--- src/rtl/snake_dir_input.sv ---
// snake_dir_input: direction input conditioner for the snake game.
// Each raw button is synchronised, optionally debounced and edge-detected.
// Each player then gets one press per cycle after up > down > left > right
// priority. Repeats and reversals of the newest queued direction (or of the
// current direction when the queue is empty) are rejected. Accepted turns are
// buffered in a small queue that releases one entry per game tick.
//
// Build option:
//   SNAKE_DEBOUNCE_EN  defined   -> counter debouncer, 2^DEBOUNCE_W stable cycles
//                      undefined -> debouncer bypassed, presses lag pins by 3 cycles
//
// Ports:
//   clk         system clock
//   rst_n       asynchronous active-low reset
//   i_btn       raw buttons, player p = [4p+3:4p] = {right, left, down, up}
//   i_tick      game-step strobe, pops one queued direction per player
//   i_restart   synchronous restart: empties queues, reloads directions
//   o_dir       current direction per player (00 up, 01 down, 10 left, 11 right)
//   o_pressed   one-cycle pulse per player when a turn is queued
//   o_overflow  one-cycle pulse per player when a legal turn is dropped (queue full)
module snake_dir_input #(
    parameter int unsigned PLAYERS     = 1,
    parameter int unsigned DEBOUNCE_W  = 16,
    parameter int unsigned QUEUE_DEPTH = 2
) (
    input  logic                   clk,
    input  logic                   rst_n,
    input  logic [4*PLAYERS-1:0]   i_btn,
    input  logic                   i_tick,
    input  logic                   i_restart,
    output logic [2*PLAYERS-1:0]   o_dir,
    output logic [PLAYERS-1:0]     o_pressed,
    output logic [PLAYERS-1:0]     o_overflow
);

    localparam int unsigned NB    = 4 * PLAYERS;
    localparam int unsigned PTR_W = (QUEUE_DEPTH > 1) ? $clog2(QUEUE_DEPTH) : 1;
    localparam int unsigned CNT_W = $clog2(QUEUE_DEPTH + 1);

    // Elaboration-time parameter range checks
    if (PLAYERS < 1 || PLAYERS > 4) begin : g_bad_players
        $error("snake_dir_input: PLAYERS must be 1..4");
    end
    if (QUEUE_DEPTH < 1 || QUEUE_DEPTH > 4) begin : g_bad_depth
        $error("snake_dir_input: QUEUE_DEPTH must be 1..4");
    end
    if (DEBOUNCE_W < 1) begin : g_bad_debounce
        $error("snake_dir_input: DEBOUNCE_W must be at least 1");
    end

    // Circular pointer increment, wraps modulo QUEUE_DEPTH
    function automatic logic [PTR_W-1:0] ptr_inc(input logic [PTR_W-1:0] ptr);
        if (ptr == PTR_W'(QUEUE_DEPTH - 1)) begin
            return '0;
        end
        return ptr + PTR_W'(1);
    endfunction

    logic [NB-1:0] sync1_q;
    logic [NB-1:0] sync2_q;
    logic [NB-1:0] deb;
    logic [NB-1:0] deb_prev_q;
    logic [NB-1:0] press;

    // Two-flop synchroniser and previous-level register for edge detection
    always_ff @(posedge clk or negedge rst_n) begin
        if (!rst_n) begin
            sync1_q    <= '0;
            sync2_q    <= '0;
            deb_prev_q <= '0;
        end else begin
            sync1_q    <= i_btn;
            sync2_q    <= sync1_q;
            deb_prev_q <= deb;
        end
    end

`ifdef SNAKE_DEBOUNCE_EN
    // Per-button debouncer: level follows sync after 2^DEBOUNCE_W differing cycles
    for (genvar b = 0; b < NB; b++) begin : g_deb
        logic [DEBOUNCE_W-1:0] cnt_q;
        logic                  deb_q;

        always_ff @(posedge clk or negedge rst_n) begin
            if (!rst_n) begin
                cnt_q <= '0;
                deb_q <= 1'b0;
            end else if (sync2_q[b] == deb_q) begin
                cnt_q <= '0;
            end else if (cnt_q == '1) begin
                deb_q <= sync2_q[b];
                cnt_q <= '0;
            end else begin
                cnt_q <= cnt_q + DEBOUNCE_W'(1);
            end
        end

        assign deb[b] = deb_q;
    end
`else
    assign deb = sync2_q;
`endif

    assign press = deb & ~deb_prev_q;

    for (genvar p = 0; p < PLAYERS; p++) begin : g_player
        // Even players start heading right, odd players heading left
        localparam logic [1:0] RST_DIR = (p % 2 == 0) ? 2'b11 : 2'b10;

        logic [1:0]       mem_q [QUEUE_DEPTH];
        logic [PTR_W-1:0] rd_ptr_q, rd_ptr_d;
        logic [PTR_W-1:0] wr_ptr_q, wr_ptr_d;
        logic [CNT_W-1:0] count_q, count_d;
        logic [1:0]       dir_q, dir_d;
        logic             pressed_q, pressed_d;
        logic             ovf_q, ovf_d;

        logic [3:0]       pvec;
        logic [PTR_W-1:0] tail_ptr;
        logic [1:0]       press_dir;
        logic [1:0]       ref_dir;
        logic             press_vld;
        logic             empty;
        logic             full;
        logic             legal;
        logic             do_pop;
        logic             do_push;

        assign pvec = press[4*p +: 4];

        // Press arbitration, legality check and queue next-state
        always_comb begin
            press_vld = |pvec;
            press_dir = 2'b00;
            if (pvec[0]) begin
                press_dir = 2'b00;
            end else if (pvec[1]) begin
                press_dir = 2'b01;
            end else if (pvec[2]) begin
                press_dir = 2'b10;
            end else if (pvec[3]) begin
                press_dir = 2'b11;
            end

            empty    = (count_q == '0);
            full     = (count_q == CNT_W'(QUEUE_DEPTH));
            tail_ptr = (wr_ptr_q == '0) ? PTR_W'(QUEUE_DEPTH - 1) : wr_ptr_q - PTR_W'(1);
            // Newest queued turn is the reference even if it is popped this cycle
            ref_dir  = empty ? dir_q : mem_q[tail_ptr];

            // Same axis means repeat or reversal; only a perpendicular turn is legal
            legal   = press_vld && (press_dir[1] != ref_dir[1]);
            do_pop  = i_tick && !empty;
            do_push = legal && (!full || do_pop);

            dir_d     = dir_q;
            rd_ptr_d  = rd_ptr_q;
            wr_ptr_d  = wr_ptr_q;
            count_d   = count_q;
            pressed_d = do_push;
            ovf_d     = legal && !do_push;

            if (do_pop) begin
                dir_d    = mem_q[rd_ptr_q];
                rd_ptr_d = ptr_inc(rd_ptr_q);
            end
            if (do_push) begin
                wr_ptr_d = ptr_inc(wr_ptr_q);
            end
            if (do_push && !do_pop) begin
                count_d = count_q + CNT_W'(1);
            end else if (do_pop && !do_push) begin
                count_d = count_q - CNT_W'(1);
            end

            // Restart overrides tick and push in the same cycle
            if (i_restart) begin
                dir_d     = RST_DIR;
                rd_ptr_d  = '0;
                wr_ptr_d  = '0;
                count_d   = '0;
                pressed_d = 1'b0;
                ovf_d     = 1'b0;
            end
        end

        // Queue and direction state
        always_ff @(posedge clk or negedge rst_n) begin
            if (!rst_n) begin
                dir_q     <= RST_DIR;
                rd_ptr_q  <= '0;
                wr_ptr_q  <= '0;
                count_q   <= '0;
                pressed_q <= 1'b0;
                ovf_q     <= 1'b0;
                for (int i = 0; i < int'(QUEUE_DEPTH); i++) begin
                    mem_q[i] <= 2'b00;
                end
            end else begin
                dir_q     <= dir_d;
                rd_ptr_q  <= rd_ptr_d;
                wr_ptr_q  <= wr_ptr_d;
                count_q   <= count_d;
                pressed_q <= pressed_d;
                ovf_q     <= ovf_d;
                if (do_push && !i_restart) begin
                    mem_q[wr_ptr_q] <= press_dir;
                end
            end
        end

        assign o_dir[2*p +: 2] = dir_q;
        assign o_pressed[p]    = pressed_q;
        assign o_overflow[p]   = ovf_q;
    end

endmodule

--- config.mk ---
export PLATFORM = sky130hd
export DESIGN_NAME = snake_dir_input
export DESIGN_NICKNAME = d
export VERILOG_FILES = /design/src/rtl/snake_dir_input.sv
export SDC_FILE = /design/constraint.sdc
export NUM_CORES = 1
export LEC_CHECK = 0
export CORE_UTILIZATION = 35
export CTS_BUF_LIST = sky130_fd_sc_hd__clkbuf_8
export CTS_CLUSTER_DIAMETER = 50
export DETAILED_ROUTE_END_ITERATION = 8
export SLEW_MARGIN = 30
export SYNTH_ARGS = -nofsm -noshare
export SYNTH_HDL_FRONTEND = slang
export SYNTH_SLANG_ARGS = --single-unit
--- constraint.sdc ---
create_clock -name clk -period 2.4 [get_ports clk]
set_clock_uncertainty 0.1 [all_clocks]
set_input_delay 0.36 -clock clk [delete_from_list [all_inputs] [get_ports clk]]
set_output_delay 0.36 -clock clk [all_outputs]
set_load 0.05 [all_outputs]
# ---- Word-level counts from Yosys, hierarchy flattened
# Cells that the tools add are included.
dict set report op_classes {
  n_addsub 5
  mul 0
  div_mod_pow 0
  magnitude_cmp 4
  n_eq_ne 2
  shifts 0
  mux 34
  bitwise 5
  n_reduce_logical 19
}
# cell count
set ops {}
lappend ops {{2-bit 2-to-1 mux} 17}
lappend ops {{1-bit 2-to-1 mux} 15}
lappend ops {{1-bit logical AND} 8}
lappend ops {{2-bit >= comparator (second input constant)} 3}
lappend ops {{1-bit NOT with 2-bit output} 3}
lappend ops {{1-bit logical NOT} 5}
lappend ops {{4-bit bitwise AND} 1}
lappend ops {{4-bit bitwise mux} 1}
lappend ops {{4-bit NOT} 1}
lappend ops {{2-bit nonzero test} 2}
lappend ops {{4-bit OR reduction} 1}
lappend ops {{3-bit nonzero test} 1}
lappend ops {{1-bit adder (second input constant)} 2}
lappend ops {{2-bit by 1-bit adder with 2-bit output (second input constant)} 1}
lappend ops {{2-bit demux with 1-bit select} 1}
lappend ops {{2-bit == test (second input constant)} 1}
lappend ops {{2-bit logical NOT} 1}
lappend ops {{2-bit by 1-bit < comparator with 1-bit output (second input constant)} 1}
lappend ops {{2-bit by 1-bit subtractor with 2-bit output (second input constant)} 1}
lappend ops {{1-bit logical OR} 1}
lappend ops {{1-bit inequality test} 1}
lappend ops {{1-bit subtractor (second input constant)} 1}
dict set report totals {
  reg_bits 24
  latch_bits 0
  mem_bits_rw 0
  rom_bits 0
  in_bits 8
  elab_cells 80
  memories 0
}

# ---- Depth between registers and ports, before layout
# Gate-level depths: netlist of run 1.
dict set report depth {
  word_depth 15
  ltp_mapped 5
  mapped_depth_nobuf 5
}

# ---- Least setup slack after synthesis of run 1
# OpenSTA, ideal clock, no wires.
dict set report synth_path {
  path_kind {flip-flop to flip-flop}
  start {reg g_player[0].dir_q[1] (netlist: o_dir[1])}
  end {reg g_player[0].mem_q[2] (netlist bit)}
  arrival_ps 1935
  required_time_ps 2173
  slack_ps 237
  stages_incl_launch_ff 6
  path_buffers 0
  synth_period_minus_slack_ps 2163
  path_cell_list {dfstp_2 or3b_4 o221a_4 mux2i_4 nand2b_1 mux2_1}
}
dict set report synth_via {
  elab_chain_len 5
}
# element line_no
set synth_lines {}
lappend synth_lines {{start, declared} 114} ;# logic [1:0] dir_q, dir_d;
lappend synth_lines {{start signal, assigned} 200} ;# dir_q <= dir_d;
lappend synth_lines {{2-bit 2-to-1 mux} 149} ;# ref_dir = empty ? dir_q : mem_q[tail_ptr];
lappend synth_lines {{1-bit inequality test} 152} ;# legal = press_vld && (press_dir[1] != ref_dir[1]);
lappend synth_lines {{1-bit logical AND} 152}
lappend synth_lines {{1-bit logical AND} 154} ;# do_push = legal && (!full || do_pop);
lappend synth_lines {{1-bit logical AND} 206} ;# if (do_push && !i_restart) begin
lappend synth_lines {{end signal, assigned by index} 207} ;# mem_q[wr_ptr_q] <= press_dir;
lappend synth_lines {{end, declared} 110} ;# logic [1:0] mem_q [QUEUE_DEPTH];
# Every way passes these cells.
# A chain may end at the register's enable or synchronous reset.

# ---- Final worst setup path of run 1
# Same ends and word-level chain as after synthesis.

==> results of run 1 <==
## layout make-up
type                       count  area [um^2]  area share [%]
sequential                    24          603            50.6
multi-input combinational     50          353            29.6
timing repair buffer          13          125            10.5
clock buffer                   4         55.1            4.62
tap                           30         37.5            3.15
inverter                       5         18.8            1.57
## cell usage in the layout (no fill, tap or decap)
cell type and n:
a211o_1 2, buf_4 2, o221a_4 1, mux2i_4 1, nand2b_1 1, mux2_1 2
o21ai_0 5, clkdlybuf4s50_1 11, nor2_2 1, dfrtp_1 22, a211oi_1 2, mux2i_1 3
nor3b_1 2, o21a_1 1, a31oi_1 1, nand2_1 4, a21oi_1 3, nor2b_1 5
inv_1 5, xor2_1 1, nor2_1 7, o22ai_1 1, or3b_4 1, o21ai_2 1
nor3_1 2, o32ai_1 1, o2bb2ai_1 1, clkbuf_8 4, a31o_2 1, dfstp_2 2
## Yosys cell counts
cell type / n / area [um^2]
a21oi_1: 3 / 15.0
o22ai_1: 1 / 6.26
nor2_2: 1 / 6.26
buf_1: 1 / 3.75
dfstp_2: 2 / 52.6
or3b_4: 1 / 11.3
dfrtp_1: 22 / 551
o21ai_0: 5 / 25.0
a31oi_1: 1 / 6.26
o2bb2ai_1: 1 / 8.76
nand2_1: 4 / 15.0
nor3_1: 2 / 10.0
nor2b_1: 5 / 31.3
nand2b_1: 1 / 6.26
a31o_2: 1 / 8.76
a211oi_1: 2 / 15.0
mux2i_4: 1 / 22.5
o221a_4: 1 / 20.0
a211o_1: 2 / 17.5
o32ai_1: 1 / 8.76
mux2i_1: 3 / 30.0
xor2_1: 1 / 8.76
mux2_1: 2 / 22.5
inv_1: 5 / 18.8
nor3b_1: 2 / 15.0
o21ai_2: 1 / 8.76
nor2_1: 7 / 26.3
o21a_1: 1 / 7.51
## sequential cells by signal (all words and copies together), names as in the netlist
signal and count:
deb 4, deb_prev_q 4, g_player.count_q 2, g_player.mem_q 4, g_player.rd_ptr_q 1, g_player.wr_ptr_q 1
o_dir 2, o_overflow 1, o_pressed 1, sync1_q 4
## metrics by stage
stage                     hold WS, ns  power (mW)  area [um^2]
after CTS                       0.255        1.06         1190
after global placement          0.233       0.779         1140
final                           0.251        1.05         1190
after global routing            0.273        1.10         1190
after detailed placement        0.236       0.785         1140
after floorplan               -0.0356       0.707          978
## per-layer routing
layer | track usage [%] | part of all wire, %
met2 | 18.1 | 45
met1 | 17.0 | 49
met5 | 0 | 0
met3 | 3.33 | 2.3
met4 | 12.8 | 3.9
## logic make-up (layout without fill, tap and decap cells)
group / after synthesis / count (layout) / synth area share, %
flip-flops: 24 / 24 / 61.6
AND/OR/NAND/NOR: 23 / 23 / 12.4
AO/OA/AOI/OAI: 20 / 20 / 15.1
multiplexers: 6 / 6 / 7.67
buffers and inverters: 6 / 22 / 2.30
XOR/XNOR: 1 / 1 / 0.895
## worst max-delay path: cells and delay by family (launching register included)
family / cells / cell delay (ns)
muxes: 2 / 0.59
and+or+nand+nor: 2 / 0.58
DFF: 1 / 0.55
AOI/OAI and AO/OA: 1 / 0.15
## worst paths after layout
check,start,to,slack [ns],cells after the start
max,o_dir[1],g_player[0].mem_q[2],0.32,5
min,sync1_q[0],deb[0],0.25,0
max reg2reg,o_dir[1],g_player[0].mem_q[2],0.32,5
min reg2reg,sync1_q[0],deb[0],0.25,0
max in group asynchronous,rst_n,o_dir[1],1.58,2
min in group asynchronous,rst_n,o_pressed,0.34,2
## power groups by stage
stage	clock network, mW	logic, mW	registers (mW)
6_report	0.272	0.258	0.517
5_1_grt	0.294	0.285	0.526
4_1_cts	0.279	0.261	0.516
3_5_place_dp	0	0.261	0.524
3_3_place_gp	0	0.258	0.521
2_1_floorplan	0	0.165	0.542
==> results.toml, run 1 <==
[placed_design]
gp_congestion = 0.849
hpwl_um = 1110
dp.cells = 122
pre_cts_ws_ns = 0.238
port_buffers = 11

[sta]
finalSetupViolations = 0
max_slew.worst_pin.slew_ns = 0.618
period_share_pct = 86.7
postLayoutSetupSlackWorst_ns = 0.319
maxSlewHeadroom_pct = 58.3
tns_ns = 0
clock.fmax_mhz = 481
finalHoldViolations = 0
fin_crit_ns = 2.08
rsz0062_at_grt = "false"
drv_slew = 0

[synth]
synth_nets = 88
synth_area_um2 = 978
syn_inst = 80
synth_seq_cells = 24
avgSynthCellArea_um2 = 12.2
yosysSeqAreaShare_pct = 61.6
yosys_warnings = 0
synth.distinct_cells = 28

[pwr]
pwr-share-clk_pct = 26.0
comb_power_share_pct = 24.6
powerDensity_nw_per_um2 = 877
switching_share_pct = 30.0
ir_drop_mv = 0.491
seqPwrFrac_pct = 49.4
power.switching_uw = 314
power.internal_uw = 732
cellLeakagePower_nw = 0.509

[final_layout]
fin_cells = 126
antennaDiodeCount = 0
final_nets = 105
syn2layout_area_growth_pct = 21.9
n_fill_cell = 236
drive_gt1_share_pct = 14.6
fin_util_pct = 46.4

[drt]
vias = 625
wl_per_cell_um = 12.2
vias_per_cell = 4.96
drt_iter0_markers = 3
postRouteAntennaNets = 0
firstDrtPassIters = 2
routed_wl_um = 1530
route.detailed.drc = 0

[clock_tree]
cts.reportedPaths.clkPinSlew_ns = 0.09
cts_sinks = 24
cts_buffers = 3
postCtsSetupRepairBufs = 0
cts_root_buf = "clkbuf_8"
h-tree-depth = 1
clk_latency_ns = 0.27
cts-hold-fix-buffers = 0
cts_tree = "built"
cts.path.max_buffers = 2
ctsResizeCount = 0

[critical_path]
crit_required_ns = 2.46
critPathMaxFanout = 9
endpoint_kind = "register"
cp_slowest_cell = "dfstp_2"
critPathKind = "register to register"
crit_arrival_ns = 2.14
cp-start-kind = "register"
path_cells = "or3b_4 > o221a_4 > mux2i_4 > nand2b_1 > mux2_1"
worst_path_largest_cell_delay_ns = 0.55

[flow_run]
cap_violations = 0

[floorplan]
fp.dieArea_um2 = 3010
die_h_um = 54.9
core_um2 = 2570
io_pins = 12
rows = 18
initial_utilization_pct = 38.1
die_x_um = 54.9

[global_route]
grt_start_max_net_pins = 25
grt_first_pass_wirelength_um = 2590
antenna_found_initial = 0
grt_use_total_pct = 13.4
grt_pass1_vias = 574
grt_overflow = 0

[hold_path]
hold_path.class = "register to register"

[run_status]
status = "completed"
No activity file was read; power rests on OpenSTA's default activity.
==> run 2: changes to the inputs <==
Settings changed: ABC_AREA set to 0, ABC_CLOCK_PERIOD_IN_PS set to 2400.
==> results of run 2 <==
No change in the layout: final DEF, timing and power equal those of run 1.
==> edit 1, RTL diff (settings of run 1) <==
Set the parameter `QUEUE_DEPTH` to 1 (it was 2).
--- a/src/rtl/snake_dir_input.sv
+++ b/src/rtl/snake_dir_input.sv
@@ -21,7 +21,7 @@
 module snake_dir_input #(
     parameter int unsigned PLAYERS     = 1,
     parameter int unsigned DEBOUNCE_W  = 16,
-    parameter int unsigned QUEUE_DEPTH = 2
+    parameter int unsigned QUEUE_DEPTH = 1
 ) (
     input  logic                   clk,
     input  logic                   rst_n,
Formal check against the unedited RTL: not equivalent (a bounded check fails within 10 cycles, from zero or initial values and one cycle with rst_n low).
==> edit 1 against run 1 <==
Synthesized cell count decreased by 38%. Sequential share of layout area rose by 3.3 points. Register-to-register slack improved by 470 ps. Cell area shrank 26%. Wire length is 39% lower. Critical path depth is 4 lower. Sequential cell count decreased by 5. Power fell by 27%. Setup slack better by 16 ps. Area after synthesis decreased by 29%. Largest power group unchanged.
==> edit 1: results (changes against run 1) <==
run_status:
  outcome: "completed"
global_routing:
  grt_pass1_wl_um: 1524  # -41%
  antenna_found_initial: 0  # unchanged
  met3_usage_pct: 3.529  # +0.20 points
  grt_pass1_vias: 390  # -32%
  globalRouteMet1Util_pct: 12.56  # -4.4 points
  grt_max_degree: 20  # -20%
  gr-usage-met2_pct: 15.56  # -2.5 points
  track_usage_pct: 10.44  # -2.9 points
min_path:
  hp-class: "reg -> reg"
  hold_start: "sync1_q[2]$_DFF_PN0_"
yosys:
  ys_warn_count: 0  # unchanged
  ys_types: 20  # -29%
  yosysSeqAreaShare_pct: 68.95  # +7.3 points
  synth_area_leaders: "dfrtp_1 61%, dfstp_2 7.6%, nand2b_1 2.7%"
  synth_edf_count: 0  # unchanged
  async_reset_ff_share_pct: 100.0  # unchanged
  yosys-top-cells-count: "17 x dfrtp_1, 3 x inv_1, 3 x nand2b_1, 3 x nor2b_1, 3 x o21ai_0"
  synthesis.nets: 58  # -34%
  synth_ff_type: "dfrtp_1"
clock_network:
  clock-root-buffer: "clkbuf_8"
  clockBufferDepth: 2  # unchanged
  clk_pin_slew_ps: 70  # -20 ps
  cts_made_buffers: 3  # unchanged
  cts_max_level: 1  # unchanged
  ctsResizeCount: 0  # unchanged
  cts_setup_buffers: 0  # unchanged
  clock_latency_ps: 250  # -20 ps
worst_setup_path:
  cp_max_fo: 4  # -5
  cpMaxStageDelayCell: "clkdlybuf4s50_1"
  crit_arrival_ps: 1600  # -540 ps
  max_stage_delay_ps: 800  # +250 ps
  r2r_setup_slack_ps: 790  # +470 ps
  path_delay_family: "buffers and inverters"
  r2r_start: "o_dir[1]$_DFFE_PN1P_"
  crit_path_start: "o_dir[1]$_DFFE_PN1P_"
drt:
  avgViaCountPerCell: 4.495  # -9.4%
  drt_iter0_markers: 2  # -1
  drc: 0  # unchanged
  drtPass1Iterations: 4  # +2
  wl_um: 939  # -39%
placed_design:
  gp_congestion: 0.8059  # -5.1%
  port_buffers: 11  # unchanged
  dp_hpwl_um: 701.5  # -37%
  placed_area_um2: 842.1  # -26%
power_and_ir_drop:
  switchingPower_uw: 203.1  # -35%
  ir_drop_mv: 0.5327  # +8.6%
  power.leakage_uw: 0.0003939  # -23%
cells_and_area:
  drive_gt1_share_pct: 21.21  # +6.6 points
  antenna_cells: 0  # unchanged
  nFillCells: 166  # -30%
  fin_nets: 75  # -29%
timing:
  setup_tns_ps: 0  # unchanged
  worst_pin_slew_ps: 491.9  # -126.5 ps
==> edit 1: final timing paths <==
path                                                     to  depth (start not counted)
hold / removal                             deb[2]$_DFF_PN0_                          0
max in group asynchronous              o_dir[0]$_DFFE_PN1P_                          2
setup / recovery                                   o_dir[1]                          1
hold reg to reg                            deb[2]$_DFF_PN0_                          0
setup reg to reg           g_player[0].mem_q[0]$_DFFE_PN0P_                          4
min in group asynchronous              o_overflow$_DFF_PN0_                          2
==> edit 1: metal layers <==
layer,wire length (um),vias to the layer above
met2,423,8
met5,0,-
met1,471,196
li1,-,203
met3,33,2
met4,10,0
==> edit 1: layout make-up <==
type                    count  share of cell area, %
clock buffers               3                  4.654
clock inverters             1                 0.4231
inverters                   3                  1.269
multi-input cells          28                  22.99
flip-flops and latches     19                  53.88
well taps                  25                  3.526
repair buffers             12                  13.26
==> edit 1: power groups by stage <==
stage / registers (uW) / logic [uW] / clock network (uW)
6_report: 389 / 162 / 209
4_1_cts: 390 / 164 / 216
2_1_floorplan: 419 / 84.6 / 0
5_1_grt: 394 / 177 / 227
3_3_place_gp: 395 / 164 / 0
3_5_place_dp: 396 / 164 / 0
==> edit 1: logic make-up (layout without fill, tap and decap cells) <==
logic type / Yosys count / count (layout) / share of synthesized area (%)
simple gates: 16 / 16 / 15.16
buf+inv: 3 / 19 / 1.624
mux: 2 / 2 / 3.610
flops: 19 / 19 / 68.95
compound gates: 10 / 10 / 10.65
==> edit 1: stage by stage <==
stage | worst slack [ps] | total power (uW) | hold slack [ps] | std cells | utilization [%]
floorplan | 626.6 | 504.1 | -35.59 | 50 | -
global placement | 543.0 | 559.3 | 232.4 | 87 | 47.23
detailed placement | 491.6 | 559.4 | 234.7 | 87 | 47.23
CTS | 324.0 | 770.3 | 250.3 | 91 | 49.75
finish | 335.3 | 759.9 | 249.2 | 91 | 49.75
global route | 297.9 | 797.7 | 255.1 | 91 | 49.75
==> edit 2, RTL diff (flow settings as in run 1) <==
Made on the original files. Register the inputs `i_btn`, `i_tick` and `i_restart` before use. The logic sees them one clock later.
--- a/src/rtl/snake_dir_input.sv
+++ b/src/rtl/snake_dir_input.sv
@@ -37,6 +37,16 @@
     localparam int unsigned PTR_W = (QUEUE_DEPTH > 1) ? $clog2(QUEUE_DEPTH) : 1;
     localparam int unsigned CNT_W = $clog2(QUEUE_DEPTH + 1);
 
+    logic [4*PLAYERS-1:0] i_btn_q;
+    logic i_tick_q;
+    logic i_restart_q;
+
+    always_ff @(posedge clk) begin
+        i_btn_q     <= i_btn;
+        i_tick_q    <= i_tick;
+        i_restart_q <= i_restart;
+    end
+
     // Elaboration-time parameter range checks
     if (PLAYERS < 1 || PLAYERS > 4) begin : g_bad_players
         $error("snake_dir_input: PLAYERS must be 1..4");
@@ -69,7 +79,7 @@
             sync2_q    <= '0;
             deb_prev_q <= '0;
         end else begin
-            sync1_q    <= i_btn;
+            sync1_q    <= i_btn_q;
             sync2_q    <= sync1_q;
             deb_prev_q <= deb;
         end
@@ -150,7 +160,7 @@
 
             // Same axis means repeat or reversal; only a perpendicular turn is legal
             legal   = press_vld && (press_dir[1] != ref_dir[1]);
-            do_pop  = i_tick && !empty;
+            do_pop  = i_tick_q && !empty;
             do_push = legal && (!full || do_pop);
 
             dir_d     = dir_q;
@@ -174,7 +184,7 @@
             end
 
             // Restart overrides tick and push in the same cycle
-            if (i_restart) begin
+            if (i_restart_q) begin
                 dir_d     = RST_DIR;
                 rd_ptr_d  = '0;
                 wr_ptr_d  = '0;
@@ -203,7 +213,7 @@
                 count_q   <= count_d;
                 pressed_q <= pressed_d;
                 ovf_q     <= ovf_d;
-                if (do_push && !i_restart) begin
+                if (do_push && !i_restart_q) begin
                     mem_q[wr_ptr_q] <= press_dir;
                 end
             end
Check against the original RTL: not equivalent (Yosys sat finds a counterexample within 4 cycles, from zero or initial values and one cycle with rst_n low).
==> edit 2 against run 1 <==
Utilization is 1.5 points higher. Clock power grew 87%. Critical path type is now reg -> out. First-iteration DRC count rose to 5.3 times the old value. Setup slack better by 6.4 ps. Wire length grew 12%. Fmax rose by 0.31%. Critical endpoint is now o_dir[1]. Highest routed layer unchanged. Cell count is 7.9% higher. Sequential cell count rose by 6. Area after synthesis rose by 12%. Cell area up 15%. Power grew 33%. Synthesized cell count is 7.5% higher.
==> edit 2: results (changes against run 1) <==
clock_network:
  clock_latency_ps: 280
  cts_made_buffers: 5  # +2
  cts_max_level: 2  # +1
  clk_pin_slew_ps: 60  # -30 ps
  ctsResizeCount: 0  # unchanged
  clockBufferDepth: 2  # unchanged
  cts_setup_buffers: 0  # unchanged
  clock-root-buffer: "clkbuf_8"
run_status:
  outcome: "completed"
yosys:
  synth_area_leaders: "dfrtp_1 50%, dfxtp_1 11%, dfstp_2 4.8%"
  synthesis.nets: 94  # +6.8%
  syn-mean-instance-area_um2: 12.77  # +4.4%
  yosys-top-cells-count: "22 x dfrtp_1, 7 x nor2_1, 6 x dfxtp_1"
  async_reset_ff_share_pct: 80.00  # -20 points
  ys_types: 29  # +3.6%
  ys_warn_count: 0  # unchanged
  synth_ff_type: "dfrtp_1"
  yosysSeqAreaShare_pct: 65.83  # +4.2 points
worst_setup_path:
  cp_max_fo: 3  # -6
  r2r_start: "o_dir[1]$_DFFE_PN1P_"
  ff2ff_path_depth: 5  # unchanged
  max_stage_delay_ps: 800  # +250 ps
  critical_path_required_ps: 1940  # -520 ps
  cpMaxStageDelayCell: "clkdlybuf4s50_1"
  r2r_setup_slack_ps: 330
  r2r_end: "g_player[0].mem_q[2]$_DFFE_PN0P_"
  crit_end: "o_dir[1]"
  path_delay_family: "buffers and inverters"
  crit_type: "reg -> out"
cells_and_area:
  stdcell_count: 136  # +7.9%
  fin_nets: 112  # +6.7%
  nFillCells: 277  # +17%
  antenna_cells: 0  # unchanged
  drive_gt1_share_pct: 15.24  # +0.65 points
placed_design:
  port_buffers: 11  # unchanged
  dp_hpwl_um: 1154  # +3.9%
  gp_congestion: 0.8292  # -2.4%
  placed_cells: 128  # +4.9%
drt:
  post_drt_wl_per_cell_um: 12.62  # +3.8%
  drtPass1Iterations: 4  # +2
  drt_iter0_markers: 16  # +13
  vias: 674  # +7.8%
min_path:
  min_to: "sync1_q[1]$_DFF_PN0_"
  hold_depth: 0  # unchanged
  hold_start: "i_btn_q[1]$_DFF_P_"
  hp-class: "reg -> reg"
timing:
  maxSlewViolCount: 0  # unchanged
  worst_pin_slew_ps: 591.3  # -27.07 ps
  fin_worst_hold_slack_ps: 226.6  # -24.16 ps
power_and_ir_drop:
  power.leakage_uw: 0.0005889  # +16%
  ir_drop_mv: 0.5209  # +6.2%
global_routing:
  grt_pass1_wl_um: 2980  # +15%
  grt_max_degree: 25  # unchanged
  grt_pass1_vias: 653  # +14%
  antenna_found_initial: 0  # unchanged
  track_usage_pct: 13.15  # -0.22 points
edit 2: where the power goes:
group / internal (uW) / leakage [uW] / switching [uW] / total, uW
Sequential: 572 / 0.000338 / 57.9 / 630
Combinational: 120 / 0.000189 / 138 / 259
Clock: 333 / 0.0000626 / 175 / 508
Total: 1030 / 0.000589 / 371 / 1400
edit 2: cells by family after synthesis:
family                    count (synthesis)  synth area share, %
buffers and inverters                     6                2.050
and+or+nand+nor                          23                11.05
AOI/OAI and AO/OA                        20                13.44
DFF                                      30                65.83
muxes                                     6                6.834
xor gates and xnor gates                  1               0.7974
edit 2: routing by layer:
layer | global-route usage [%] | vias to the layer above | routed length (um)
li1 | - | 337 | -
met1 | 15.81 | 314 | 796
met2 | 17.73 | 15 | 751
met3 | 4.688 | 8 | 90
met4 | 13.27 | 0 | 77
met5 | 0 | - | 0
edit 2: through the flow:
| stage | instance area, um^2 | util [%] | worst slack (ps) |
|---|---|---|---|
| final | 1368 | 47.94 | 325.5 |
| after global routing | 1368 | 47.94 | 269.0 |
| after CTS | 1368 | 47.94 | 309.5 |
| after detailed placement | 1251 | 43.86 | 361.0 |
| after global placement | 1251 | 43.86 | 393.3 |
| after floorplan | 1099 | - | 237.3 |
edit 2: layout make-up:
| class | instances | share of cell area [%] |
|---|---|---|
| Clock buffer | 6 | 6.038 |
| Clock inverter | 2 | 2.470 |
| Inverter | 5 | 1.372 |
| Multi-Input combinational cell | 50 | 25.80 |
| Sequential cell | 30 | 52.88 |
| Tap cell | 31 | 2.836 |
| Timing Repair Buffer | 12 | 8.600 |
